[config.mk]
export PLATFORM = sky130hd
export DESIGN_NAME = vend_credit_fsm
export DESIGN_NICKNAME = d
export VERILOG_FILES = /design/src/rtl/vend_credit_fsm.sv
export SDC_FILE = /design/constraint.sdc
export NUM_CORES = 1
export LEC_CHECK = 0
export ABC_AREA = 1
export BUFFER_PORTS_ARGS = -buffer_cell sky130_fd_sc_hd__buf_2
export CAP_MARGIN = 20
export CORE_MARGIN = 3
export CORE_UTILIZATION = 35
export CTS_CLUSTER_DIAMETER = 60
export CTS_CLUSTER_SIZE = 8
export DETAILED_ROUTE_END_ITERATION = 10
export PLACE_DENSITY_LB_ADDON = 0.12
export SYNTH_ARGS = -nofsm -noshare
export SYNTH_HDL_FRONTEND = slang
export SYNTH_SLANG_ARGS = --single-unit
[constraint.sdc]
create_clock -name CLOCK_50 -period 3 [get_ports CLOCK_50]
set_clock_uncertainty 0.15 [all_clocks]
set_input_delay 0.45 -clock CLOCK_50 [delete_from_list [all_inputs] [get_ports CLOCK_50]]
set_output_delay 0.45 -clock CLOCK_50 [all_outputs]
set_load 0.02 [all_outputs]
[src/rtl/vend_credit_fsm.sv]
// ---------------------------------------------------------------------------
// vend_credit_fsm
//   Single-clock coin-accumulating vending controller. It collects 50/100/200
//   coin pushes until the credit reaches PRICE. It then holds a vend strobe
//   for VEND_CYCLES cycles. After that it pays out any change, or the whole
//   credit on cancel, as single-coin pulses separated by CHANGE_GAP idle
//   cycles.
//
//   Optional build macro: VEND_TIMEOUT_EN
//     When defined, an inactivity timer in COLLECT forces a refund after
//     TIMEOUT_CYCLES cycles without an accepted coin.
//
// Ports
//   CLOCK_50    in   system clock, rising edge
//   reset       in   synchronous active-high reset
//   coin50/100/200  in  debounced levels, rising edge inserts the coin
//   cancel      in   debounced level, rising edge requests a refund
//   credit      out  accumulated credit, or remaining payout in CHANGE/REFUND
//   vend        out  dispense strobe (registered)
//   chg50/100/200   out  one-cycle coin eject pulses (registered)
//   coin_reject out  one-cycle pulse, a detected coin edge was not accepted
//   busy        out  high in VEND, CHANGE and REFUND
//   state       out  IDLE=0 COLLECT=1 VEND=2 CHANGE=3 REFUND=4
// ---------------------------------------------------------------------------
module vend_credit_fsm #(
  parameter int PRICE          = 250,
  parameter int CREDIT_W       = 10,
  parameter int VEND_CYCLES    = 4,
  parameter int CHANGE_GAP     = 2,
  parameter int TIMEOUT_CYCLES = 1000
) (
  input  logic                CLOCK_50,
  input  logic                reset,
  input  logic                coin50,
  input  logic                coin100,
  input  logic                coin200,
  input  logic                cancel,
  output logic [CREDIT_W-1:0] credit,
  output logic                vend,
  output logic                chg50,
  output logic                chg100,
  output logic                chg200,
  output logic                coin_reject,
  output logic                busy,
  output logic [2:0]          state
);

  typedef enum logic [2:0] {
    S_IDLE    = 3'd0,
    S_COLLECT = 3'd1,
    S_VEND    = 3'd2,
    S_CHANGE  = 3'd3,
    S_REFUND  = 3'd4
  } state_t;

  // A gap of zero would put two eject pulses back to back, so at least one
  // idle cycle is always inserted.
  localparam int GAP_EFF = (CHANGE_GAP < 1) ? 1 : CHANGE_GAP;
  localparam int VCW     = (VEND_CYCLES > 1) ? $clog2(VEND_CYCLES) : 1;
  localparam int GW      = $clog2(GAP_EFF + 1);

  localparam logic [CREDIT_W:0]   MAX_CREDIT = {1'b0, {CREDIT_W{1'b1}}};
  localparam logic [CREDIT_W:0]   PRICE_X    = (CREDIT_W+1)'(PRICE);
  localparam logic [CREDIT_W-1:0] C50        = CREDIT_W'(50);
  localparam logic [CREDIT_W-1:0] C100       = CREDIT_W'(100);
  localparam logic [CREDIT_W-1:0] C200       = CREDIT_W'(200);

  // Input bit order: 0=coin50 1=coin100 2=coin200 3=cancel
  logic [3:0] raw;
  logic [3:0] s1_reg, s2_reg, edge_reg, edge_det;

  state_t              state_reg, state_next;
  logic [CREDIT_W-1:0] credit_reg, credit_next;
  logic [VCW-1:0]      vend_cnt_reg, vend_cnt_next;
  logic [GW-1:0]       gap_reg, gap_next;
  logic                vend_reg, vend_next;
  logic [2:0]          chg_reg, chg_next;        // {chg200, chg100, chg50}
  logic                reject_reg, reject_next;

`ifdef VEND_TIMEOUT_EN
  localparam int TMW = $clog2(TIMEOUT_CYCLES + 1);
  logic [TMW-1:0] timer_reg, timer_next;
`endif

  assign raw = {cancel, coin200, coin100, coin50};

  for (genvar gi = 0; gi < 4; gi++) begin : g_edge
    assign edge_det[gi] = s1_reg[gi] & ~s2_reg[gi];
  end

  // History registers reset to 1 so a key held through reset is not counted.
  // The detected edge is registered once more before the FSM consumes it.
  always_ff @(posedge CLOCK_50) begin
    if (reset) begin
      s1_reg   <= 4'hF;
      s2_reg   <= 4'hF;
      edge_reg <= 4'h0;
    end else begin
      s1_reg   <= raw;
      s2_reg   <= s1_reg;
      edge_reg <= edge_det;
    end
  end

  // Coin arbitration: 50 > 100 > 200; losers of a simultaneous push are rejected.
  logic                coin_any, coin_extra;
  logic [CREDIT_W-1:0] coin_val;
  logic [CREDIT_W:0]   coin_sum;
  logic [CREDIT_W-1:0] change_amt;

  assign coin_any   = |edge_reg[2:0];
  assign coin_extra = (edge_reg[0] & (edge_reg[1] | edge_reg[2])) | (edge_reg[1] & edge_reg[2]);
  assign coin_val   = edge_reg[0] ? C50 : (edge_reg[1] ? C100 : C200);
  assign coin_sum   = {1'b0, credit_reg} + {1'b0, coin_val};
  assign change_amt = coin_sum[CREDIT_W-1:0] - PRICE_X[CREDIT_W-1:0];

  // Greedy payout choice always works on the current remaining amount.
  logic [2:0]          pay_sel;
  logic [CREDIT_W-1:0] pay_val;

  always_comb begin
    pay_sel = 3'b001;
    pay_val = C50;
    if (credit_reg >= C200) begin
      pay_sel = 3'b100;
      pay_val = C200;
    end else if (credit_reg >= C100) begin
      pay_sel = 3'b010;
      pay_val = C100;
    end
  end

  always_comb begin
    state_next    = state_reg;
    credit_next   = credit_reg;
    vend_cnt_next = vend_cnt_reg;
    gap_next      = gap_reg;
    vend_next     = 1'b0;
    chg_next      = 3'b000;
    reject_next   = 1'b0;
`ifdef VEND_TIMEOUT_EN
    timer_next    = timer_reg;
`endif

    unique case (state_reg)
      S_IDLE, S_COLLECT: begin
        if (coin_any) begin
          // A coin wins over a cancel edge in the same cycle.
          if (coin_extra) reject_next = 1'b1;
          if (coin_sum > MAX_CREDIT) begin
            reject_next = 1'b1;
          end else if (coin_sum >= PRICE_X) begin
            state_next    = S_VEND;
            credit_next   = change_amt;
            vend_next     = 1'b1;
            vend_cnt_next = VCW'(VEND_CYCLES - 1);
          end else begin
            state_next  = S_COLLECT;
            credit_next = coin_sum[CREDIT_W-1:0];
`ifdef VEND_TIMEOUT_EN
            timer_next  = '0;
`endif
          end
        end else if (state_reg == S_COLLECT && edge_reg[3]) begin
          state_next  = S_REFUND;
          chg_next    = pay_sel;
          credit_next = credit_reg - pay_val;
          gap_next    = GW'(GAP_EFF);
        end
`ifdef VEND_TIMEOUT_EN
        else if (state_reg == S_COLLECT) begin
          if (timer_reg == TMW'(TIMEOUT_CYCLES - 1)) begin
            state_next  = S_REFUND;
            chg_next    = pay_sel;
            credit_next = credit_reg - pay_val;
            gap_next    = GW'(GAP_EFF);
          end else begin
            timer_next = timer_reg + TMW'(1);
          end
        end
`endif
      end

      S_VEND: begin
        if (coin_any) reject_next = 1'b1;
        if (vend_cnt_reg == '0) begin
          if (credit_reg != '0) begin
            // First change pulse lands in the first CHANGE cycle.
            state_next  = S_CHANGE;
            chg_next    = pay_sel;
            credit_next = credit_reg - pay_val;
            gap_next    = GW'(GAP_EFF);
          end else begin
            state_next = S_IDLE;
          end
        end else begin
          vend_next     = 1'b1;
          vend_cnt_next = vend_cnt_reg - VCW'(1);
        end
      end

      S_CHANGE, S_REFUND: begin
        if (coin_any) reject_next = 1'b1;
        if (credit_reg == '0) begin
          // credit was decremented with the last pulse, so this is its cycle.
          state_next = S_IDLE;
        end else if (gap_reg == '0) begin
          chg_next    = pay_sel;
          credit_next = credit_reg - pay_val;
          gap_next    = GW'(GAP_EFF);
        end else begin
          gap_next = gap_reg - GW'(1);
        end
      end

      default: begin
        state_next  = S_IDLE;
        credit_next = '0;
      end
    endcase
  end

  always_ff @(posedge CLOCK_50) begin
    if (reset) begin
      state_reg    <= S_IDLE;
      credit_reg   <= '0;
      vend_cnt_reg <= '0;
      gap_reg      <= '0;
      vend_reg     <= 1'b0;
      chg_reg      <= 3'b000;
      reject_reg   <= 1'b0;
`ifdef VEND_TIMEOUT_EN
      timer_reg    <= '0;
`endif
    end else begin
      state_reg    <= state_next;
      credit_reg   <= credit_next;
      vend_cnt_reg <= vend_cnt_next;
      gap_reg      <= gap_next;
      vend_reg     <= vend_next;
      chg_reg      <= chg_next;
      reject_reg   <= reject_next;
`ifdef VEND_TIMEOUT_EN
      timer_reg    <= timer_next;
`endif
    end
  end

  assign credit      = credit_reg;
  assign vend        = vend_reg;
  assign chg50       = chg_reg[0];
  assign chg100      = chg_reg[1];
  assign chg200      = chg_reg[2];
  assign coin_reject = reject_reg;
  assign busy        = (state_reg == S_VEND) || (state_reg == S_CHANGE) || (state_reg == S_REFUND);
  assign state       = state_reg;

endmodule

* After elaboration in Yosys (flattened, before gate mapping) *
Cells that the tools add are included.

word-level totals
  register bits after elaboration = 34
  latch bits = 0
  RAM bits = 0
  bits in read-only memories = 0
  input bits = 6
  logic and storage cells = 118
  memories kept = 0

cells by class
  add/subtract/negate cells = 5
  multiply operators = 0
  divide/modulo/power cells = 0
  $lt $le $gt $ge = 4
  equal/unequal tests = 17
  shifts and indexed selects = 0
  mux-type cells = 52
  bitwise logic cells = 12
  reduce and logical (&&, ||, !) cells = 18

operator list
  cell                   count
  $mux 10                8
  $mux 3                 12
  $pmux 10 s3            1
  $mux 2                 13
  $mux 8                 3
  $ne 2x2->1 const B     11
  $pmux 3 s3             2
  $reduce_and 6->1       2
  $add 10x8->11          1
  $ge 11x8->1 const B    1
  $gt 11x10->1 const B   1
  $ge 10x7->1 const B    1
  $ge 10x8->1 const B    1
  $logic_not 10->1       1
  $reduce_bool 10->1     1
  $sub 10x10->10         1
  $sub 10x8->10 const B  1
  $mux 1                 8
  $mux 7                 1
  $and 1x1->1            6
  $eq 3x2->1 const B     2
  $ne 3x3->1 const B     2
  $pmux 2 s3             1
  $reduce_or 3->1        2
  16 further kinds       25

* Logic depth before layout (Yosys ltp) *
  word-level depth = 8
  gate-level depth with buffers = 19
  gate-level depth less buffers = 19

* Least setup slack after synthesis *
Ideal clock, no wire load.

  path kind = reg2reg
  start point = reg credit_reg[8] (netlist: credit[8])
  end point = reg credit_reg[9] (netlist: credit[9])
  library setup time = 0.070 ns
  data arrival time = 2.440 ns
  data required time = 2.780 ns
  path slack = 0.340 ns
  cell stages (with the launch flop) = 18
  path buffers = 1
  clock period less this slack = 2.660 ns
  path through = dfxtp_1 clkbuf_1 nor2_1 nand2_1 a31oi_1 inv_1 nand2_1 fa_1 nand3_1 nand2_1 a21oi_1 o21bai_1 nand2_1 nand2_1 xor2_1 o21ai_0 nand2_1 a21oi_1

between the ends
  longest elaborated chain between the ends = 7
  elaborated cells between the ends (all ways) = 24

ends and longest elaborated chain
  element                            RTL line       source
  start: declaration                 73             logic [CREDIT_W-1:0] credit_reg, credit_next;
  start signal: assignment           237            credit_reg <= credit_next;
  $ge 10x7->1                        127            end else if (credit_reg >= C100) begin
  $mux 7                             127
  $mux 8                             124            if (credit_reg >= C200) begin
  $sub 10x10->10                     167, 191, 209
  $mux 10, on equally long branches  207, 164, 187
  $mux 10, on equally long branches  204, 147, 186
  $pmux 10 s3                        145            unique case (state_reg)

Parallel ways exist; a longest one is shown, timed or not. The select of a mux whose other input is x is not followed.
A chain may end at the register's enable or synchronous reset.

* Worst setup path after layout *
Ends and elaborated chain as after synthesis.

==> results.txt <==
Clk sinks = 33
Hold WC Path Type = input pin to flop
IO Count = 25
Reg clk slew, reported paths = 0.07 ns
Critical path fanouts, max = 8
Pin count of the biggest net entering global routing = 19
Unrepaired setup endpoints after global routing = false
Final WL = 6730 um
Seq cells post-synth = 33
Overflow after GRT = 0
Yosys top cell by area = dfxtp_1
Ys flop type = dfxtp_1
PortBufs = 23
Bufs on Longest Clock Path = 2
Share of the synthesized area in the top cell type = 24.9%
Hold Crit Depth = 2
Area after DPL = 0.00292 mm^2
Die Area = 0.00866 mm^2
Die Wd = 93.1 um
Status = complete, no violations
Most instantiated library cell after synthesis = nand2_1
Hold Startpoint = coin50
DRC errors left = 0
Synthesized area per cell = 6.47 um^2
Post-synthesis cell count = 410
Worst path buffer plus inverter count = 1
Distinct cell type count after synthesis = 39
Slew HR = 63.6%
Worst hold endpoint = s1_reg[0]
Number of flip-flops in the largest register = 9
Arrival @ worst endpoint = 2.76 ns
Pre-CTS setup slack = 0.163 ns
Worst path most repeated cell = nand2_1
Cell Area, Synth = 0.00265 mm^2
Synth Area in Compound Gates = 12.0%
Post-CTS Setup Inserts = 0
Clk_lat worst skew = 0.30 ns
Synth cell count leaders = nand2_1 (83), inv_1 (66), nor2_1 (56)
Final core occ = 42.1%
Gp weighted congestion = 0.822
Simple-gate share of the synthesized area = 38.7%
CP max stage delay = 0.41 ns
Post-Synth Adder-Cell Area = 9.52%
Via count = 2572
Initial DRC count = 84
Final hold slack = 0.183 ns
Chip height = 93.1 um
H-Tree Depth = 2
Final net count = 467
Fin. max-slew vios = 0
Share of cells above drive strength 1 = 19.6%
CTS tree = yes
Synth warnings = 0
DR WL/cell = 12.4 um
Via/cell ratio = 4.75
P_leak = 1.59 nW
Hold Buf Count CTS = 0
GRT Util Overall = 16.6%
Min Tclk post-route = 2.73 ns
Final setup fails = 0
Initial antenna violation count = 0
Vias in the first global route = 2350
Startpoint types = flop
First-pass iteration count of the detailed router = 5
Core region area = 0.00729 mm^2
Num CTS Buffers = 5
Final setup margin = 0.271 ns
# diodes = 0
Critical path's top delay family = simple AND/OR/NAND/NOR gates
Worst reg2reg endpoint = credit[9]
R2r startpoint = credit[8]
Worst-Margin Slew = 0.546 ns
Seq/Total Area, Yosys = 24.9%
Largest family of logic cells by synthesized area = simple AND/OR/NAND/NOR gates
Peak supply drop = 0.000386 V
Final hold vios = 0
Global-route wire length before repair = 11300 um
Mux cell area share after synthesis = 0%
Largest cells by area after synthesis = dfxtp_1 (25%), nand2_1 (12%), inv_1 (9.3%), ha_1 (8.0%), nor2_1 (7.9%)
R2R Setup Slk = 0.27 ns
Post-synth EDFFs = 0
Max-cap violations = 0
XOR/XNOR Fraction of Synth Area = 3.63%
Total negative setup slack = 0 ns
Worst Setup Path Type = flop to flop
Post-Syn Nets = 435
Clock root cell = clkbuf_8
Worst reg-to-reg path cell count = 16
CP cell instances = nor2_4 > nand2_1 > a31oi_1 > ha_1 > inv_1 > fa_1 > nand3_1 > nand2_1 > a21oi_1 > o21bai_1 > nand2_1 > nand2_1 > xor2_1 > nor2_1 > nor2_1 > a21oi_1
Slowest CP cell = fa_1
Post-Layout Inst Area = 0.00307 mm^2
P&R area growth vs syn = 15.6%
Final HPWL DP = 5390 um
Worst EP required = 3.04 ns
Post-detailed-route count of antenna-violating nets = 0
Ys async rst share = 0%
CP Capture Type = flop
Row Count = 31
Initial Utilization = 36.4%
Final worst path period share = 91.0%
Maximum clock rate = 366 MHz
Pwr Density = 1250 mW/mm^2
## routing by layer
metal / GRT usage [%] / routed length [um] / share of wire [%]
met2: 27.7 / 3100 / 46
met4: 3.66 / 64 / 0.95
met1: 22.3 / 3260 / 48
met3: 2.98 / 304 / 4.5
met5: 0 / 0 / 0
## through the flow
| stage | cells | power (mW) |
|---|---|---|
| floorplan | 410 | 2.72 |
| global placement | 534 | 3.36 |
| global route | 542 | 4.24 |
| CTS | 542 | 3.81 |
| detailed placement | 534 | 3.36 |
| finish | 542 | 3.82 |
## worst max path at each step
stage / from / to / cells past startpoint
floorplan: credit[8] / credit[9] / 17
global placement: credit[8] / credit[9] / 16
detailed placement: credit[8] / credit[9] / 16
CTS: credit[8] / credit[9] / 16
global route: edge_reg[1] / vend_cnt_reg[1] / 19
finish: credit[8] / credit[9] / 16
## logic make-up (layout without fill, tap and decap cells)
logic type               after synthesis  after routing
AND/OR/NAND/NOR                      215            215
XOR/XNOR                              11             11
AO/OA/AOI/OAI                         55             55
flip-flops                            33             33
adder cells (fa/ha/maj)               19             19
buffers and inverters                 76            109
other                                  1              1
## area by class of cell
class | count | area (um^2)
sequential | 33 | 667
inverter | 69 | 259
multi-input combinational | 301 | 1720
clock buffer | 5 | 68.8
timing repair buffer | 32 | 183
fill | 845 | 4230
tap | 99 | 124
clock inverter | 3 | 46.3
## repair_timing
action                                 CTS  global route
endpoints found under the hold margin    0             0
setup endpoints to repair                0             3
gates resized for setup                  0            11
## power by group
group	leakage, nW	switching (mW)	internal (mW)	total (mW)
registers	0.272	0.106	0.538	0.644
clock network	0.0543	0.192	0.249	0.440
logic	1.27	1.73	1.00	2.73
## worst register-to-register path: cells and delay by family, from the launching register on
family	cells	cell delay [ns]
AND/OR/NAND/NOR	8	0.74
adder cells (fa/ha/maj)	2	0.58
flip-flops	1	0.39
XOR/XNOR	1	0.19
AO/OA/AOI/OAI	4	0.53
buffers and inverters	1	0.05
## cells in the final DEF (no fill, tap or decap), types with 2 or more instances in the layout
cell type / n
inv_1: 66
buf_4: 9
a21oi_1: 26
a31oi_1: 2
o21ai_1: 2
dfxtp_2: 5
inv_2: 3
clkbuf_8: 5
nand3_2: 2
dfxtp_1: 28
nand2_2: 10
nor2_2: 3
nor2_4: 5
o21ai_0: 13
ha_1: 17
fa_1: 2
nand3b_1: 2
nor2_1: 54
xor2_1: 9
nand2_1: 83
a21oi_2: 5
nor3_1: 8
or2_2: 4
nand2_4: 4
nand4_1: 2
buf_2: 23
xnor2_1: 2
nand3_1: 33
Note: power is estimated with default switching activity, not from simulation.
